===== src/rtl/pic_pkg.sv =====
// rtl/pic_pkg.sv - shared types and command encodings for the pic block
// Purpose: init FSM state type and command-byte decode constants used by pic.
// Ports: none (package).
package pic_pkg;

   typedef enum logic [1:0] {
      ST_READY  = 2'd0,
      ST_W_ICW2 = 2'd1,
      ST_W_ICW3 = 2'd2,
      ST_W_ICW4 = 2'd3
   } pic_state_e;

   // OCW2 d[7:5] codes that are honoured; all others are ignored.
   localparam logic [2:0] OCW2_NS_EOI = 3'b001;
   localparam logic [2:0] OCW2_SP_EOI = 3'b011;

   // Command-port d[4:3] select patterns. ICW1 is any byte with d[4]=1.
   localparam logic [1:0] SEL_ICW1 = 2'b10;
   localparam logic [1:0] SEL_OCW2 = 2'b00;
   localparam logic [1:0] SEL_OCW3 = 2'b01;

endpackage


===== src/rtl/pic_prio.sv =====
// rtl/pic_prio.sv - lowest-set-bit finder (bit 0 has highest priority)
// Purpose: combinational priority pick over an 8-bit vector.
// Ports: req_i  - candidate bits
//        vld_o  - at least one bit of req_i is set
//        idx_o  - index of the lowest set bit (0 when vld_o=0)
module pic_prio (
   input  logic [7:0] req_i,
   output logic       vld_o,
   output logic [2:0] idx_o
);

   always_comb begin
      vld_o = 1'b0;
      idx_o = 3'd0;
      for (int i = 0; i < 8; i++) begin
         if (req_i[i] && !vld_o) begin
            vld_o = 1'b1;
            idx_o = 3'(i);
         end
      end
   end

endmodule


===== src/rtl/pic.sv =====
// rtl/pic.sv - 8259A-subset programmable interrupt controller
// Purpose: latches eight request lines, masks and prioritises them (IR0 highest),
//          raises intr, answers inta with a vector and tracks in-service bits.
// Ports: clk/reset_n        - clock, asynchronous active-low reset
//        port/iodin/iodout  - I/O bus address, write data, registered read data
//        iord/iowr          - one-cycle read / write strobes
//        irq                - request lines
//        intr/inta/vector   - CPU interrupt request, acknowledge, acked vector
module pic
   import pic_pkg::*;
#(
   parameter logic [11:0] BASE_PORT  = 12'h020,
   parameter logic [4:0]  RESET_BASE = 5'h01
) (
   input  logic        clk,
   input  logic        reset_n,
   input  logic [11:0] port,
   input  logic [7:0]  iodin,
   output logic [7:0]  iodout,
   input  logic        iord,
   input  logic        iowr,
   input  logic [7:0]  irq,
   output logic        intr,
   input  logic        inta,
   output logic [7:0]  vector
);

   pic_state_e state_q, state_d;
   logic [7:0] imr_q, imr_d, irr_q, irr_d, isr_q, isr_d, irq_q;
   logic [7:0] vector_q, vector_d, iodout_q, iodout_d;
   logic [4:0] base_q, base_d;
   logic       aeoi_q, aeoi_d, ltim_q, ltim_d, ris_q, ris_d;
   logic       sngl_q, sngl_d, ic4_q, ic4_d, intr_q, intr_d;

   logic       sel_cmd, sel_data;
   logic       isr_vld, win_vld;
   logic [2:0] isr_idx, win_idx;
   logic [7:0] eligible;

   assign sel_cmd  = (port == BASE_PORT);
   assign sel_data = (port == BASE_PORT + 12'd1);

   pic_prio u_isr_prio (.req_i(isr_q), .vld_o(isr_vld), .idx_o(isr_idx));

   // Only requests strictly higher in priority than the current in-service level compete.
   assign eligible = isr_vld ? ((8'd1 << isr_idx) - 8'd1) : 8'hFF;

   pic_prio u_win_prio (.req_i(irr_q & ~imr_q & eligible), .vld_o(win_vld), .idx_o(win_idx));

   always_comb begin
      state_d  = state_q;
      imr_d    = imr_q;
      isr_d    = isr_q;
      base_d   = base_q;
      aeoi_d   = aeoi_q;
      ltim_d   = ltim_q;
      ris_d    = ris_q;
      sngl_d   = sngl_q;
      ic4_d    = ic4_q;
      vector_d = vector_q;
      iodout_d = iodout_q;

      // Edge mode: the ack clears first so a same-cycle new edge on that bit wins.
      if (ltim_q) begin
         irr_d = irq_q;
      end else begin
         irr_d = irr_q;
         if (inta && win_vld) irr_d[win_idx] = 1'b0;
         irr_d = irr_d | (irq & ~irq_q);
      end

      if (iord) begin
         if (sel_cmd)       iodout_d = ris_q ? isr_q : irr_q;
         else if (sel_data) iodout_d = imr_q;
         else               iodout_d = 8'hFF;
      end

      // EOI decodes against the pre-update ISR, then the ack sets its bit.
      if (iowr && sel_cmd && !iodin[4] && state_q == ST_READY) begin
         if (iodin[4:3] == SEL_OCW2) begin
            if (iodin[7:5] == OCW2_NS_EOI && isr_vld) isr_d[isr_idx]    = 1'b0;
            if (iodin[7:5] == OCW2_SP_EOI)            isr_d[iodin[2:0]] = 1'b0;
         end else if (iodin[4:3] == SEL_OCW3 && iodin[1]) begin
            ris_d = iodin[0];
         end
      end

      if (inta) begin
         vector_d = win_vld ? {base_q, win_idx} : {base_q, 3'd7};
         if (win_vld && !aeoi_q) isr_d[win_idx] = 1'b1;
      end

      if (iowr && sel_data) begin
         case (state_q)
            ST_READY:  imr_d = iodin;
            ST_W_ICW2: begin
               base_d  = iodin[7:3];
               state_d = !sngl_q ? ST_W_ICW3 : (ic4_q ? ST_W_ICW4 : ST_READY);
            end
            ST_W_ICW3: state_d = ic4_q ? ST_W_ICW4 : ST_READY;
            default: begin
               aeoi_d  = iodin[1];
               state_d = ST_READY;
            end
         endcase
      end

      // ICW1 overrides any same-cycle ack or request capture.
      if (iowr && sel_cmd && iodin[4]) begin
         imr_d   = 8'h00;
         isr_d   = 8'h00;
         irr_d   = 8'h00;
         ris_d   = 1'b0;
         ltim_d  = iodin[3];
         sngl_d  = iodin[1];
         ic4_d   = iodin[0];
         state_d = ST_W_ICW2;
      end

      intr_d = win_vld && (state_d == ST_READY);
   end

   always_ff @(posedge clk or negedge reset_n) begin
      if (!reset_n) begin
         state_q  <= ST_READY;
         imr_q    <= 8'hFF;
         irr_q    <= 8'h00;
         isr_q    <= 8'h00;
         irq_q    <= 8'h00;
         base_q   <= RESET_BASE;
         aeoi_q   <= 1'b0;
         ltim_q   <= 1'b0;
         ris_q    <= 1'b0;
         sngl_q   <= 1'b0;
         ic4_q    <= 1'b0;
         intr_q   <= 1'b0;
         vector_q <= 8'h00;
         iodout_q <= 8'hFF;
      end else begin
         state_q  <= state_d;
         imr_q    <= imr_d;
         irr_q    <= irr_d;
         isr_q    <= isr_d;
         irq_q    <= irq;
         base_q   <= base_d;
         aeoi_q   <= aeoi_d;
         ltim_q   <= ltim_d;
         ris_q    <= ris_d;
         sngl_q   <= sngl_d;
         ic4_q    <= ic4_d;
         intr_q   <= intr_d;
         vector_q <= vector_d;
         iodout_q <= iodout_d;
      end
   end

   assign intr   = intr_q;
   assign vector = vector_q;
   assign iodout = iodout_q;

endmodule


===== config.mk =====
export PLATFORM = sky130hd
export DESIGN_NAME = pic
export DESIGN_NICKNAME = d
export VERILOG_FILES = /design/src/rtl/pic_pkg.sv /design/src/rtl/pic_prio.sv /design/src/rtl/pic.sv
export SDC_FILE = /design/constraint.sdc
export NUM_CORES = 1
export LEC_CHECK = 0
export CORE_MARGIN = 2
export CORE_UTILIZATION = 40
export DETAILED_ROUTE_END_ITERATION = 10
export GPL_TIMING_DRIVEN = 0
export PLACE_DENSITY_LB_ADDON = 0.1
export SETUP_SLACK_MARGIN = 0.15
export SLEW_MARGIN = 5
export SYNTH_ARGS = -nofsm -noshare
export SYNTH_HDL_FRONTEND = slang
export SYNTH_HIERARCHICAL = 1
export SYNTH_SLANG_ARGS = --single-unit

===== constraint.sdc =====
create_clock -name clk -period 3.4 [get_ports clk]
set_input_delay 0.34 -clock clk [delete_from_list [all_inputs] [get_ports clk]]
set_output_delay 0.34 -clock clk [all_outputs]
set_load 0.02 [all_outputs]

==> impl_metrics.csv, run 1 <==
group,metric,value,unit
yosys,synthArstFlopShare,100.0,%
layout,area.sequential,0.001548,mm²
timing,final-setup-viol-count,0,
clock_tree,cts_max_path_buffers,2,
routing,finalWirelength,7952,µm
yosys,syn-cell-area,0.003151,mm²
timing,layout_min_cycle_time,3.055,ns
yosys,netlist_instances,312,
yosys,synthMostInstantiatedCell,"dfrtp_1",
timing,hold-worst-slack,0.07682,ns
yosys,yosys_most_used_dff,"dfrtp_1",
floorplanning,top_level_ports,50,
critical_path,setup.worst_path.end_class,"flop",
pwr,power.leakage,0.001595,µW
pwr,comb_power_share,22.2,%
timing,hold_viol,0,
timing,worst_slew_pin_slew,0.7564,ns
pwr,p_int,1412,µW
placed_design,detailedPlacementHpwl,5774,µm
layout,drive_above_1_share,18.67,%
grt,antenna_found_initial,0,
pwr,power_frac_seq,43.0,%
floorplanning,placement_rows,32,
grt,grt_usage,19.48,%
yosys,synth_top_area_cell,"dfrtp_1",
yosys,synth_enable_flop_cells,0,
clock_tree,cts_tree,"yes",
layout,finish.utilization,52.05,%
yosys,synth.ff_latch_count,61,
timing,report.final.slew_viol_count,0,
pwr,ir_worst_vdd,299.0,µV
layout,post-route-cell-area,0.004001,mm²
clock_tree,post_cts_resize_count,2,
grt,grt_first_pass_wirelength,12870,µm
floorplanning,floorplan.die_area,0.008603,mm²
pwr,power_density,511.0,mW/mm²
yosys,synth_top_cells_by_area,"dfrtp_1, dfstp_2, mux2_2",
critical_path,cp-start-kind,"flop",
pwr,p_clk_share,34.9,%
layout,num-fill-cells,709,
timing,rsz0062_at_grt,"false",
clock_tree,number_of_hold_buffers_added_after_cts,0,
layout,area_delta_synth_final,27.01,%
critical_path,critPathArrivalTime,3.26,ns
routing,initialDrtViolationCount,225,
timing,final.period_utilization,89.86,%
floorplanning,effective_utilization_at_floorplan,40.98,%
critical_path,setup.worst_path.end,"irr_q[0]",
yosys,synth.distinct_cells,41,
routing,post_drt_wl_per_cell,16.67,µm
critical_path,ff2ff_path_depth,11,
critical_path,worst_r2r_setup_slack,0.34,ns
routing,antenna_violating_nets_left,0,
critical_path,startpoint,"isr_q[3]",
clock_tree,cts_inserted_buffers,9,
yosys,ys_seq_area_share,49.13,%
timing,timing.clock.skew,0.01182,ns
placed_design,dpl-instance-area,0.003756,mm²
floorplanning,die_outline_width,92.75,µm
clock_tree,root_buffer,"clkbuf_8",
pwr,switchingPower,632.5,µW
floorplanning,core-area,0.007687,mm²
routing,detailedRoute.firstPassIterationCount,5,
layout,num_antenna_cells,0,
yosys,synthDominantCellAreaShare,34.95,%
yosys,synthesis.yosys.warnings,6,
clock_tree,clock_latency,0.34,ns
yosys,ys_top_cells_by_count,"dfrtp_1, a21oi_1, nor2_1",
grt,first_global_vias,2475,
pwr,sw_frac_of_total,30.93,%
critical_path,crit-reg2reg-launch,"isr_q[3]",
routing,drc,0,
routing,vias,2585,
yosys,number_of_nets_produced_by_synthesis,345,
yosys,synth_area_per_cell,10.10,µm²
timing,fmax,327.3,MHz
flow_run,maxCapViolations,0,
placed_design,gp_routability_congestion,0.8411,
critical_path,path_class,"reg -> reg",
timing,timing.slew.headroom,49.57,%
placed_design,placement.io_buffers,48,
critical_path,critPathMaxFanout,7,
clock_tree,clock_tree.htree_level_count,3,
layout,multiInputGateArea,0.001526,mm²
min_path,timing.hold.worst.class,"in -> async",
grt,grt_max_degree,62,
routing,via_per_inst,5.419,
clock_tree,clk_pin_slew_worst_paths,0.07,ns
critical_path,worst_ep_required_time,3.60,ns
clock_tree,cts.repair_timing.setup_buffer_count,0,
layout,nNetsFinal,404,
critical_path,worst_r2r_endpoint,"irr_q[0]",
grt,grt_remaining_overflow,0,
status,outcome,"complete, no violations",
floorplanning,floorplan.die.height,92.75,µm
clock_tree,clock_sink_count,61,
layout by cell type, fill, tap and decap left out, drive strengths merged, types with 3 or more instances in the layout:
cell,instances
buf,6
nor2,28
nor2b,5
nor3,5
o22a,8
clkbuf,20
dfstp,17
nand2,16
a22o,8
dfrtp,44
inv,11
nand2b,18
o21ai,19
mux2,22
and3,3
nor3b,6
nor4,6
nand3,12
mux2i,8
clkdlybuf4s50,47
a21oi,31
a31oi,9
layer usage:
| metal | vias up | wire length (µm) | track usage [%] | part of all wire, % |
|---|---|---|---|---|
| li1 | 1258 | - | - | - |
| met1 | 1231 | 3761 | 27.31 | 47 |
| met2 | 81 | 3534 | 28.47 | 44 |
| met3 | 15 | 466 | 5.614 | 5.9 |
| met4 | 0 | 191 | 7.598 | 2.4 |
| met5 | - | 0 | 0 | 0 |
cell families (layout without fill, tap and decap cells):
kind of cell / count (synthesis) / after routing / synth area share (%)
simple gates: 109 / 109 / 19.78
compound gates: 87 / 87 / 17.36
flops: 61 / 61 / 49.13
mux: 30 / 30 / 10.41
buf+inv: 25 / 88 / 3.336
sequential cells by signal (all words and copies together), names as in the netlist:
| signal | flops |
|---|---|
| imr_q | 8 |
| iodout | 8 |
| irq_q | 8 |
| irr_q | 8 |
| isr_q | 8 |
| vector | 8 |
| base_q | 5 |
| state_q | 2 |
| aeoi_q | 1 |
| ic4_q | 1 |
| intr | 1 |
| ltim_q | 1 |
| ris_q | 1 |
| sngl_q | 1 |
layout make-up:
cell class	count	area share, %
flip-flops and latches	61	38.68
repair buffers	48	11.94
well taps	102	3.189
plain buffers	14	1.657
clock buffers	11	3.533
inverters	11	1.032
multi-input cells	226	38.15
clock inverters	4	1.814
worst max-delay path, stage by stage (launching register included):
cell and delay [ns]:
dfrtp_1 0.43, nor3b_1 0.16, a21oi_1 0.21, o41ai_4 0.17, o21ai_0 0.19, a21oi_1 0.15
nor4_2 0.35, and3b_1 0.24, nand3b_1 0.30, or3_1 0.38, a221oi_1 0.25, a211oi_1 0.08
stage by stage:
step / std cells / worst slack, ns / setup TNS, ns / total power (µW)
after floorplan: 312 / 0.6325 / 0 / 1130
after global placement: 462 / 0.003166 / 0 / 1312
after detailed placement: 462 / -0.02944 / -0.02944 / 1313
after CTS: 477 / 0.3015 / 0 / 2038
after global routing: 477 / 0.1546 / 0 / 2155
final: 477 / 0.3449 / 0 / 2045
power groups by stage:
stage               clock, µW  sequential (µW)  combinational (µW)
floorplan                   0              858                 273
global placement            0              884                 429
detailed placement          0              881                 431
CTS                       728              872                 438
global route              760              889                 506
finish                    713              879                 453
worst min-delay path by stage:
| stage | endpoint | slack (ns) | depth (start not counted) |
|---|---|---|---|
| final | isr_q[0] | 0.08 | 1 |
| after global routing | irq_q[0] | 0.14 | 1 |
| after CTS | irq_q[4] | 0.10 | 1 |
| after detailed placement | ris_q | 0.47 | 1 |
| after global placement | vector[2] | 0.47 | 1 |
| after floorplan | aeoi_q | 0.04 | 0 |
No activity file was read; power rests on OpenSTA's default activity.
==> inputs of run 2 (changes only) <==
CTS_BUF_LIST = sky130_fd_sc_hd__clkbuf_8 sky130_fd_sc_hd__clkbuf_16   (was unset)
GPL_TIMING_DRIVEN = unset   (was 0)
==> run 2 against run 1 <==
  * Routed wire length fell by 0.10%
  * Sequential share of layout area increased by 0.21 points
  * Clock skew rose by 0.00056 ns
  * Clock power rose by 0.8%
  * Cell area is 0.53% lower
  * Power is 0.50% lower
  * Die area stayed put
  * Core utilization decreased by 0.28 points
  * Combinational power about the same
  * Worst hold slack worse by 0.040 ns
  * Sequential power is 1% lower
  * Critical endpoint unchanged
  * Largest cell class unchanged
  * Largest power group unchanged
  * Highest routed layer unchanged
==> impl_metrics.csv, run 2 (same netlist as run 1, synthesis figures left out) <==
group,metric,value,unit
status,outcome,"complete, no violations",
grt,first_global_vias,2560,
floorplanning,core-area,0.007687,mm²
routing,met3_wirelength,302,µm
timing,hold-worst-slack,0.03707,ns
clock_tree,cts_inserted_buffers,9,
routing,wl_met1,3732,µm
routing,detailedRoute.firstPassIterationCount,4,
layout,finish.utilization,51.77,%
timing,timing.slew.headroom,54.56,%
critical_path,worst_ep_required_time,3.60,ns
critical_path,cp-start-kind,"flop",
routing,via_per_inst,5.386,
floorplanning,floorplan.die.height,92.75,µm
layout,mostFrequentLayoutCells,"clkdlybuf4s50_1, dfrtp_1, a21oi_1, nor2_1, mux2_2",
pwr,ir_worst_vdd,276.8,µV
floorplanning,die_outline_width,92.75,µm
clock_tree,post_cts_resize_count,0,
placed_design,detailedPlacementHpwl,5997,µm
pwr,p_int,1412,µW
critical_path,worst_path_dominant_cell_family,"simple AND/OR/NAND/NOR gates",
critical_path,crit_slowest_cell,"dfrtp_1",
placed_design,placement.io_buffers,49,
routing,drc,0,
pwr,power_density,511.2,mW/mm²
floorplanning,top_level_ports,50,
critical_path,setup.worst_path.end_class,"flop",
timing,final.period_utilization,84.38,%
routing,initialDrtViolationCount,173,
pwr,comb_power_share,22.1,%
pwr,sw_frac_of_total,30.62,%
pwr,power_frac_seq,42.6,%
routing,vias,2542,
timing,report.final.slew_viol_count,0,
routing,post_drt_wl_per_cell,16.83,µm
critical_path,cpPeakStageDelay,0.45,ns
clock_tree,clock_tree.htree_level_count,3,
placed_design,dpl-instance-area,0.003757,mm²
clock_tree,cts_tree,"yes",
timing,timing.clock.skew,0.01239,ns
layout,num_antenna_cells,0,
layout,final_common_cell,"clkdlybuf4s50_1",
floorplanning,effective_utilization_at_floorplan,40.98,%
timing,rsz0062_at_grt,"false",
routing,finalWirelength,7944,µm
timing,hold_viol,0,
clock_tree,cts_max_path_buffers,2,
layout,drive_above_1_share,18.38,%
clock_tree,clock_latency,0.34,ns
min_path,timing.hold.worst.class,"in -> async",
routing,maxUsedRoutingLayer,"met4",
clock_tree,root_buffer,"clkbuf_8",
critical_path,path_cells,"nor4_2 -> nand3_1 -> nor2b_1 -> a21oi_1 -> nor3b_1 -> a21oi_1 -> o41ai_1 -> buf_4 -> or3_1 -> a221oi_1 -> a211oi_1",
grt,grt_usage,20.01,%
grt,grt_first_pass_wirelength,13100,µm
floorplanning,floorplan.die_area,0.008603,mm²
clock_tree,clk_pin_slew_worst_paths,0.08,ns
floorplanning,placement_rows,32,
placed_design,gp_routability_congestion,0.9623,
critical_path,cp_num_buf_inv,1,
pwr,switchingPower,622.9,µW
timing,fmax,348.6,MHz
layout,nNetsFinal,398,
routing,antenna_violating_nets_left,0,
layout,post-route-cell-area,0.003980,mm²
routing,met2RoutedLength,3708,µm
timing,setup-tns-final,0,ns
critical_path,path_class,"reg -> reg",
timing,final-setup-viol-count,0,
timing,layout_min_cycle_time,2.869,ns
timing,worst_slew_pin_slew,0.6817,ns
clock_tree,number_of_hold_buffers_added_after_cts,0,
pwr,power.total,2034,µW
grt,grt_max_degree,34,
grt,grt_remaining_overflow,0,
pwr,power.leakage,0.001587,µW
clock_tree,cts.repair_timing.setup_buffer_count,0,
layout,area_delta_synth_final,26.33,%
pwr,p_clk_share,35.3,%
grt,antenna_found_initial,0,
flow_run,maxCapViolations,0,
clock_tree,clock_sink_count,61,
critical_path,critPathMaxFanout,10,
critical_path,cp_common_cell,"a21oi_1",
critical_path,critPathArrivalTime,3.07,ns
-- run 2: cell count changes in the layout (fill, tap and decap cells not counted), sizes merged --
cell / delta
buf: +2
inv: +2
clkdlybuf4s50: +1
clkinvlp: -1
clkinv: +2
clkbuf: -11
-- run 2: power by group through the flow --
stage | registers, µW | logic (µW) | clock network, µW
after CTS | 863 | 455 | 741
after floorplan | 858 | 273 | 0
after detailed placement | 875 | 451 | 0
after global routing | 873 | 500 | 776
final | 866 | 450 | 719
after global placement | 880 | 452 | 0
-- run 2: metal layers --
| layer | up-vias | GRT usage (%) |
|---|---|---|
| li1 | 1247 | - |
| met2 | 60 | 30.84 |
| met1 | 1218 | 27.02 |
| met4 | 0 | 8.701 |
| met5 | - | 0 |
| met3 | 17 | 4.638 |
-- run 2: worst paths after layout --
check | from | endpoint | slack, ns | cells after the start
max | isr_q[5] | irr_q[0] | 0.53 | 11
min | reset_n | irr_q[4] | 0.04 | 1
max reg2reg | isr_q[5] | irr_q[0] | 0.53 | 11
min reg2reg | iodout[4] | iodout[4] | 0.49 | 2
max in group asynchronous | reset_n | imr_q[7] | 2.45 | 2
min in group clk | irq[1] | irq_q[1] | 0.46 | 1
-- run 2: cell type report --
cell class                 instances  area [µm²]
fill                             721        3707
sequential                        61        1548
multi-input combinational        226        1503
timing repair buffer              56       538.0
tap                              102       127.6
clock buffer                       9       123.9
clock inverter                     7       98.84
inverter                          11       41.29
-- run 2: stage by stage --
| stage | instances | worst slack, ns |
|---|---|---|
| 2_1_floorplan | 312 | 0.6325 |
| 3_3_place_gp | 456 | 0.6194 |
| 3_5_place_dp | 456 | 0.5494 |
| 4_1_cts | 472 | 0.5383 |
| 5_1_grt | 472 | 0.2782 |
| 6_report | 472 | 0.5311 |
